`src/rtl/state_mem_ctrl_pkg.sv`:
```
// Shared constants for the pixel-state RAM controller: FSM encoding,
// default geometry and the pixel-state values used as clear fills.
package state_mem_ctrl_pkg;

    typedef enum logic {
        ST_IDLE  = 1'b0,
        ST_CLEAR = 1'b1
    } st_e;

    localparam int AW_DEF = 14;
    localparam int DW_DEF = 2;

    localparam logic [1:0] PX_BLANK = 2'b00;
    localparam logic [1:0] PX_LOW   = 2'b01;
    localparam logic [1:0] PX_HIGH  = 2'b10;
    localparam logic [1:0] PX_FULL  = 2'b11;

endpackage

```
`src/rtl/state_mem_ctrl_arb.sv`:
```
// rr_arb2: two-input round-robin arbiter with a one-hot combinational grant.
// The pointer only moves when both inputs compete for the same cycle.
module rr_arb2 (
    input  logic       clk,
    input  logic       rst_n,
    input  logic       en,
    input  logic [1:0] req,
    output logic [1:0] gnt
);

    logic ptr;

    always_comb begin
        gnt = 2'b00;
        if (en) begin
            if (&req) gnt = ptr ? 2'b10 : 2'b01;
            else      gnt = req;
        end
    end

    always_ff @(posedge clk or negedge rst_n) begin
        if (!rst_n)          ptr <= 1'b0;
        else if (en && &req) ptr <= ~ptr;
    end

endmodule

```
`src/rtl/state_mem_ctrl.sv`:
```
// Arbitrates one port of the pixel-state RAM between two requesters and runs a
// bulk-clear engine. STATE_MEM_CLEAR_ON_RESET_EN: auto-clear to 0 after reset.
module state_mem_ctrl
    import state_mem_ctrl_pkg::*;
#(
    parameter int AW = AW_DEF,
    parameter int DW = DW_DEF
) (
    input  logic          clk,
    input  logic          rst_n,
    input  logic          clear_start,
    input  logic [DW-1:0] clear_value,
    output logic          clear_busy,
    output logic          clear_done,
    input  logic          req0_valid,
    output logic          req0_ready,
    input  logic          req0_we,
    input  logic [AW-1:0] req0_addr,
    input  logic [DW-1:0] req0_wdata,
    input  logic          req1_valid,
    output logic          req1_ready,
    input  logic          req1_we,
    input  logic [AW-1:0] req1_addr,
    input  logic [DW-1:0] req1_wdata,
    output logic          rsp0_valid,
    output logic [DW-1:0] rsp0_data,
    output logic          rsp1_valid,
    output logic [DW-1:0] rsp1_data,
    output logic          mem_we,
    output logic [AW-1:0] mem_addr,
    output logic [DW-1:0] mem_din,
    input  logic [DW-1:0] mem_dout
);

`ifdef STATE_MEM_CLEAR_ON_RESET_EN
    localparam logic BOOT_CLR = 1'b1;
`else
    localparam logic BOOT_CLR = 1'b0;
`endif

    st_e           st;
    logic          boot;
    logic [AW-1:0] cnt;
    logic [DW-1:0] cval;
    logic [1:0]    gnt;
    logic [AW-1:0] addr_q;
    logic [DW-1:0] din_q;
    logic [DW-1:0] hold0, hold1;

    rr_arb2 u_arb (
        .clk   (clk),
        .rst_n (rst_n),
        .en    (st == ST_IDLE && !boot),
        .req   ({req1_valid, req0_valid}),
        .gnt   (gnt)
    );

    assign req0_ready = gnt[0];
    assign req1_ready = gnt[1];

    // Idle cycles replay the last address/data so the RAM pins stay quiet.
    always_comb begin
        mem_we   = 1'b0;
        mem_addr = addr_q;
        mem_din  = din_q;
        if (st == ST_CLEAR) begin
            mem_we   = 1'b1;
            mem_addr = cnt;
            mem_din  = cval;
        end else if (gnt[0]) begin
            mem_we   = req0_we;
            mem_addr = req0_addr;
            mem_din  = req0_wdata;
        end else if (gnt[1]) begin
            mem_we   = req1_we;
            mem_addr = req1_addr;
            mem_din  = req1_wdata;
        end
    end

    always_ff @(posedge clk or negedge rst_n) begin
        if (!rst_n) begin
            addr_q <= '0;
            din_q  <= '0;
        end else begin
            addr_q <= mem_addr;
            din_q  <= mem_din;
        end
    end

    always_ff @(posedge clk or negedge rst_n) begin
        if (!rst_n) begin
            st         <= ST_IDLE;
            boot       <= BOOT_CLR;
            cnt        <= '0;
            cval       <= '0;
            clear_busy <= 1'b0;
            clear_done <= 1'b0;
        end else begin
            clear_done <= 1'b0;
            case (st)
                ST_IDLE: begin
                    if (boot) begin
                        st         <= ST_CLEAR;
                        cval       <= '0;
                        clear_busy <= 1'b1;
                        boot       <= 1'b0;
                    end else if (clear_start) begin
                        st         <= ST_CLEAR;
                        cval       <= clear_value;
                        clear_busy <= 1'b1;
                    end
                end
                ST_CLEAR: begin
                    cnt <= cnt + 1'b1;
                    if (&cnt) begin
                        st         <= ST_IDLE;
                        clear_busy <= 1'b0;
                        clear_done <= 1'b1;
                    end
                end
                default: st <= ST_IDLE;
            endcase
        end
    end

    // RAM output is already registered; the response valid just trails the grant.
    always_ff @(posedge clk or negedge rst_n) begin
        if (!rst_n) begin
            rsp0_valid <= 1'b0;
            rsp1_valid <= 1'b0;
            hold0      <= '0;
            hold1      <= '0;
        end else begin
            rsp0_valid <= gnt[0] & ~req0_we;
            rsp1_valid <= gnt[1] & ~req1_we;
            if (rsp0_valid) hold0 <= mem_dout;
            if (rsp1_valid) hold1 <= mem_dout;
        end
    end

    assign rsp0_data = rsp0_valid ? mem_dout : hold0;
    assign rsp1_data = rsp1_valid ? mem_dout : hold1;

endmodule

```
`config.mk`:
```
export PLATFORM = sky130hd
export DESIGN_NAME = state_mem_ctrl
export DESIGN_NICKNAME = d
export VERILOG_FILES = /design/src/rtl/state_mem_ctrl_pkg.sv /design/src/rtl/state_mem_ctrl_arb.sv /design/src/rtl/state_mem_ctrl.sv
export SDC_FILE = /design/constraint.sdc
export NUM_CORES = 1
export LEC_CHECK = 0
export BUFFER_PORTS_ARGS = -buffer_cell sky130_fd_sc_hd__buf_2
export CORE_MARGIN = 5
export CORE_UTILIZATION = 40
export CTS_CLUSTER_SIZE = 24
export DETAILED_ROUTE_END_ITERATION = 10
export PLACE_DENSITY = 0.65
export SYNTH_ARGS = -nofsm -noshare
export SYNTH_HDL_FRONTEND = slang
export SYNTH_SLANG_ARGS = --single-unit
```
`constraint.sdc`:
```
create_clock -name clk -period 1.7 [get_ports clk]
set_input_delay 0 -clock clk [delete_from_list [all_inputs] [get_ports clk]]
set_output_delay 0 -clock clk [all_outputs]
set_load 0.02 [all_outputs]
```
== Word-level counts from Yosys, hierarchy flattened ==
Cells that the tools add are included.

* Flip-flop bits (word level): 42
* Input bits: 43

* Add/subtract/negate cells: 1
* Equal/unequal tests: 2
* Multiplexer cells: 23
* Bitwise operators: 6
* Reductions and logical operators: 5

{| class="wikitable"
|+ Operator list
! operator !! number
|-
| $mux 14 || 3
|-
| $mux 2 || 9
|-
| $add 14x1->14 const B || 1
|-
| $reduce_and 14->1 || 1
|-
| $mux 1 || 9
|-
| $reduce_and 2->1 || 3
|-
| $not 1->1 || 4
|-
| $pmux 1 s2 || 2
|-
| $and 1x1->1 || 2
|-
| $ne 2x1->1 const B || 1
|-
| $ne 2x2->1 const B || 1
|-
| $logic_and 1x1->1 || 1
|}

== Logic depth before layout (Yosys ltp) ==
* Depth in word-level cells: 6
* Mapped depth: 6
* Gate-level depth less buffers: 5

== By module ==
Synthesis repeated with hierarchy kept, for this count alone.

* Cell total of the unflattened synthesis: 177
* Area total of the unflattened synthesis: 2057.0 µm²

{| class="wikitable"
|+ Modules (own cells, without submodules)
! module !! instances !! cells each !! area each (µm²) !! sequential area each (µm²)
|-
| state_mem_ctrl || 1 || 169 || 1996.9 || 1026.0
|-
| rr_arb2 || 1 || 8 || 60.1 || 25.0
|}

== Worst setup path after synthesis ==
Ideal clock, no wire load.

* Path type: reg-to-reg
* Start point: register u_arb.ptr
* End point: register addr_q[5]
* Library setup time: 0.191 ns
* Data arrival time: 1.430 ns
* Data required time: 1.509 ns
* Slack: 0.080 ns
* Stages on the path, launching flop included: 6
* Buffers on the path: 2
* Cell sequence: dfrtp_1 -> nand2b_1 -> buf_6 -> buf_6 -> o22ai_1 -> o31ai_1

* Cells in the longest elaborated chain, start to end: 6

{| class="wikitable"
|+ Ends and longest elaborated chain
! item !! RTL line !! RTL
|-
| start, declared || state_mem_ctrl_arb.sv:11 || <nowiki>logic ptr;</nowiki>
|-
| start signal, assigned || state_mem_ctrl_arb.sv:23 || <nowiki>else if (en && &req) ptr <= ~ptr;</nowiki>
|-
| $mux 2 * (2 in series) || state_mem_ctrl_arb.sv:16 || <nowiki>if (&req) gnt = ptr ? 2'b10 : 2'b01;</nowiki>
|-
| $mux 2 * || state_mem_ctrl_arb.sv:15 || <nowiki>if (en) begin</nowiki>
|-
| $mux 14 || state_mem_ctrl.sv:74 || <nowiki>end else if (gnt[1]) begin</nowiki>
|-
| $mux 14 * || state_mem_ctrl.sv:70 || <nowiki>end else if (gnt[0]) begin</nowiki>
|-
| $mux 14 * || state_mem_ctrl.sv:66 || <nowiki>if (st == ST_CLEAR) begin</nowiki>
|-
| via mem_addr[5] || state_mem_ctrl.sv:30 || <nowiki>output logic [AW-1:0] mem_addr,</nowiki>
|-
| end signal, assigned || state_mem_ctrl.sv:86 || <nowiki>addr_q <= mem_addr;</nowiki>
|-
| end, declared || state_mem_ctrl.sv:46 || <nowiki>logic [AW-1:0] addr_q;</nowiki>
|}

Mark *: on every way through the listed nets, which the timed path passes. The rest lies on a longest branch.
A chain may end at the register's enable or synchronous reset.

== Final worst setup path ==
* Start point: register u_arb.ptr
* End point: output port mem_addr[2]

* Cells in the longest elaborated chain, start to end: 6

{| class="wikitable"
|+ Ends and longest elaborated chain
! item !! RTL line
|-
| $mux 2 * (2 in series) || state_mem_ctrl_arb.sv:16
|-
| $mux 2 * || state_mem_ctrl_arb.sv:15
|-
| $mux 14 || state_mem_ctrl.sv:74
|-
| $mux 14 * || state_mem_ctrl.sv:70
|-
| $mux 14 * || state_mem_ctrl.sv:66
|-
| end, declared || state_mem_ctrl.sv:30
|}

Every way passes the cells marked *; elsewhere a longest branch is shown, timed or not.

==> results.json <==
{
  "grt_pass1_wl_um": 8963,
  "io_pins": 70,
  "syn2layout_area_growth_pct": 28.90,
  "p_int_w": 0.001858,
  "worstPathCellList": "nand2b_4, buf_6, nand3b_1, o221ai_2, o21ai_1, buf_4",
  "clkTransAtPathRegs_ns": 0.08,
  "yosys.area.top_type_share_pct": 48.36,
  "clock.fmax_mhz": 615.4,
  "grt_max_degree": 23,
  "io_buffers": 69,
  "wl_um": 5468,
  "drc": 0,
  "finalNetCount": 320,
  "arrival_ns": 1.63,
  "skew_ns": 0.007803,
  "core-area_um2": 5205,
  "synth-seq-cells": 42,
  "clk_root_buffer_cell": "clkbuf_8",
  "cts_tree": "built",
  "r2r_setup_slack_ns": 0.30,
  "min_path_cells": 3,
  "hold_ws_ns": 0.02529,
  "wl_per_cell_um": 15.80,
  "combPwrFrac_pct": 31.3,
  "track_usage_pct": 15.83,
  "seq_area_frac_synth_pct": 48.36,
  "crit_path_end_kind": "output port",
  "postPlaceCellArea_um2": 2574,
  "crit_buf_inv": 2,
  "place_hpwl_um": 4018,
  "synth_area_um2": 2173,
  "rows": 26,
  "syn-num-nets": 237,
  "crit_path_max_fanout": 8,
  "gp_congestion": 0.7979,
  "max_stage_delay_ns": 0.40,
  "reg2reg_depth": 5,
  "peakVddDrop_v": 0.0004755,
  "cp.required_ns": 1.70,
  "yosysUniqueCellTypes": 35,
  "cap_viol_max_count": 0,
  "antenna_found_initial": 0,
  "hold-path-endpoint": "addr_q[12]",
  "yosys_warnings": 0,
  "p_per_area_nw_per_um2": 1005,
  "post-route-period-util_pct": 95.59,
  "hold_viol": 0,
  "die_h_um": 83.71,
  "hold_path.startpoint": "req1_addr[12]",
  "cts.path.max_buffers": 2,
  "use_met3_pct": 3.159,
  "drt_pass1_iterations": 4,
  "syn_avg_cell_area_um2": 11.26,
  "ant_nets": 0,
  "fin_crit_ns": 1.625,
  "use_met1_pct": 21.08,
  "cts_buffers": 5,
  "syn-instance-count": 193,
  "reg2reg_to": "clear_busy",
  "power.share.sequential_pct": 47.1,
  "timing.rr.start": "cnt[1]",
  "crit_type": "reg2out",
  "routed_via_density": 5.116,
  "start_util_pct": 41.75,
  "grt-ovfl-total": 0,
  "crit_family": "flip-flops",
  "min_path_type": "in2reg",
  "clkPwrFrac_pct": 21.6,
  "dr_total_vias": 1770,
  "synth_area_leaders": "dfrtp_1 (48%), a211oi_1 (4.8%), o22ai_2 (4.6%), o31ai_2 (4.6%), nand2_1 (4.3%)",
  "first_iter_violations": 79,
  "final_area_um2": 2801,
  "top_usage_layer": "met2",
  "cts_sinks": 42,
  "leakage_nw": 1.319,
  "grt_pass1_vias": 1784,
  "setup_viol": 0,
  "final_max_slew_viol_count": 0,
  "dieArea_um2": 7007,
  "synth_largest_area_cell": "dfrtp_1",
  "status": "finished, final reports clean",
  "switching_share_pct": 33.99,
  "h-tree-depth": 2,
  "start_kind": "flip-flop",
  "clock_latency_ns": 0.29,
  "p_switching_w": 0.0009567,
  "num_antenna_cells": 0,
  "die_w_um": 83.71,
  "grtUsageMet2_pct": 26.17,
  "crit_path_top_delay_cell": "dfrtp_1",
  "tightest_slew_ns": 0.5315,
  "relSlewSlack_pct": 64.57,
  "drive_above_1_share_pct": 44.20
}
-- repair_timing --
| action | in CTS | in global routing |
|---|---|---|
| hold buffers | 8 | 0 |
| endpoints found under the setup margin | 15 | 11 |
| hold endpoints to repair | 23 | 0 |
| pin swaps | 1 | 2 |
| cloned | 1 | 0 |
| resized for setup | 6 | 5 |
| buffers inserted | 0 | 2 |
-- tightest hold or removal path: stages --
cell and delay [ns]:
buf_2 0.10, o22ai_2 0.09, o31ai_2 0.08
-- power by group through the flow --
| stage | clock [W] | sequential, W | combinational, W |
|---|---|---|---|
| final | 0.000608 | 0.00133 | 0.000881 |
| after global routing | 0.000668 | 0.00135 | 0.000966 |
| after CTS | 0.000617 | 0.00133 | 0.000849 |
| after detailed placement | 0 | 0.00134 | 0.000806 |
| after global placement | 0 | 0.00133 | 0.000800 |
| after floorplan | 0 | 0.00131 | 0.000556 |
-- layout by cell type (no fill, tap or decap), drive strengths merged, types with 2 or more instances in the layout --
master	synthesis	final
nand3	3	3
nand3b	2	2
clkbuf	2	7
and3	2	2
nand2	26	27
nor2	9	9
dlygate4sd3	0	8
nor2b	13	13
o31ai	14	14
buf	11	80
dfrtp	42	42
a211oi	14	14
mux2	8	8
and2b	2	2
o21ai	2	2
and4	2	2
o221ai	2	2
xnor2	10	10
nor3	2	2
nand4	5	5
o22ai	14	14
xor2	4	4
-- state kept, by name, summed over array words and instances, names as in the netlist --
signal / flops
rsp0_valid: 1
cnt: 14
rsp1_valid: 1
clear_done: 1
clear_busy: 1
addr_q: 14
u_arb.ptr: 1
st: 1
hold1: 2
din_q: 2
hold0: 2
cval: 2
-- Yosys cell counts --
cell type	instances
a211oi_1	14
a31oi_1	1
and2b_1	2
and3_1	1
and3_2	1
and4_1	1
and4_4	1
buf_12	1
buf_2	4
buf_4	4
buf_6	2
clkbuf_1	2
dfrtp_1	42
ha_1	1
mux2_2	8
nand2_1	25
nand2_8	1
nand2b_1	1
nand3_1	3
nand3b_1	2
nand4_1	4
nand4_2	1
nor2_1	8
nor2_4	1
nor2b_1	13
nor3_1	2
o21ai_1	2
o221ai_1	2
o22ai_1	6
o22ai_2	8
o31ai_1	6
o31ai_2	8
or3_1	1
xnor2_1	10
xor2_1	4
-- layout make-up --
cell class | instances | area, µm²
clock buffer | 7 | 76.32
tap | 70 | 87.58
sequential | 42 | 1052
timing repair buffer | 88 | 518.0
multi-input combinational | 139 | 1067
fill | 487 | 2404
-- per-stage QoR --
stage	power (W)	utilization, %	TNS (ns)	worst slack (ns)	cells
4_1_cts	0.002792	53.17	0	0.006703	344
5_1_grt	0.002984	53.82	-0.03197	-0.03036	346
2_1_floorplan	0.001866	-	0	0.07953	193
3_3_place_gp	0.002135	49.45	0	0.2340	328
6_report	0.002815	53.82	0	0.07494	346
3_5_place_dp	0.002147	49.45	0	0.2278	328
-- logic make-up (layout without fill, tap and decap cells) --
kind of cell             after synthesis  count (layout)  synth area share [%]
AO/OA/AOI/OAI                         47              47                 19.40
flip-flops                            42              42                 48.36
multiplexers                           8               8                 4.145
buffers and inverters                 13              95                 4.606
adder cells (fa/ha/maj)                1               1                0.5756
XOR/XNOR                              14              14                 5.642
AND/OR/NAND/NOR                       68              69                 17.27
-- layer usage --
layer  share of wire (%)  vias up
met2                  50       39
met3                 4.1        4
li1                    -      865
met5                   0        -
met4                0.71        0
met1                  45      862
-- worst max-delay path by stage --
stage,start,end,cells after the start
after CTS,u_arb.ptr,mem_addr[4],5
after global placement,u_arb.ptr,mem_addr[0],5
after global routing,u_arb.ptr,mem_addr[2],6
after floorplan,u_arb.ptr,addr_q[5],5
after detailed placement,u_arb.ptr,mem_addr[4],5
final,u_arb.ptr,mem_addr[2],6
Note: power is estimated with default switching activity, not from simulation.
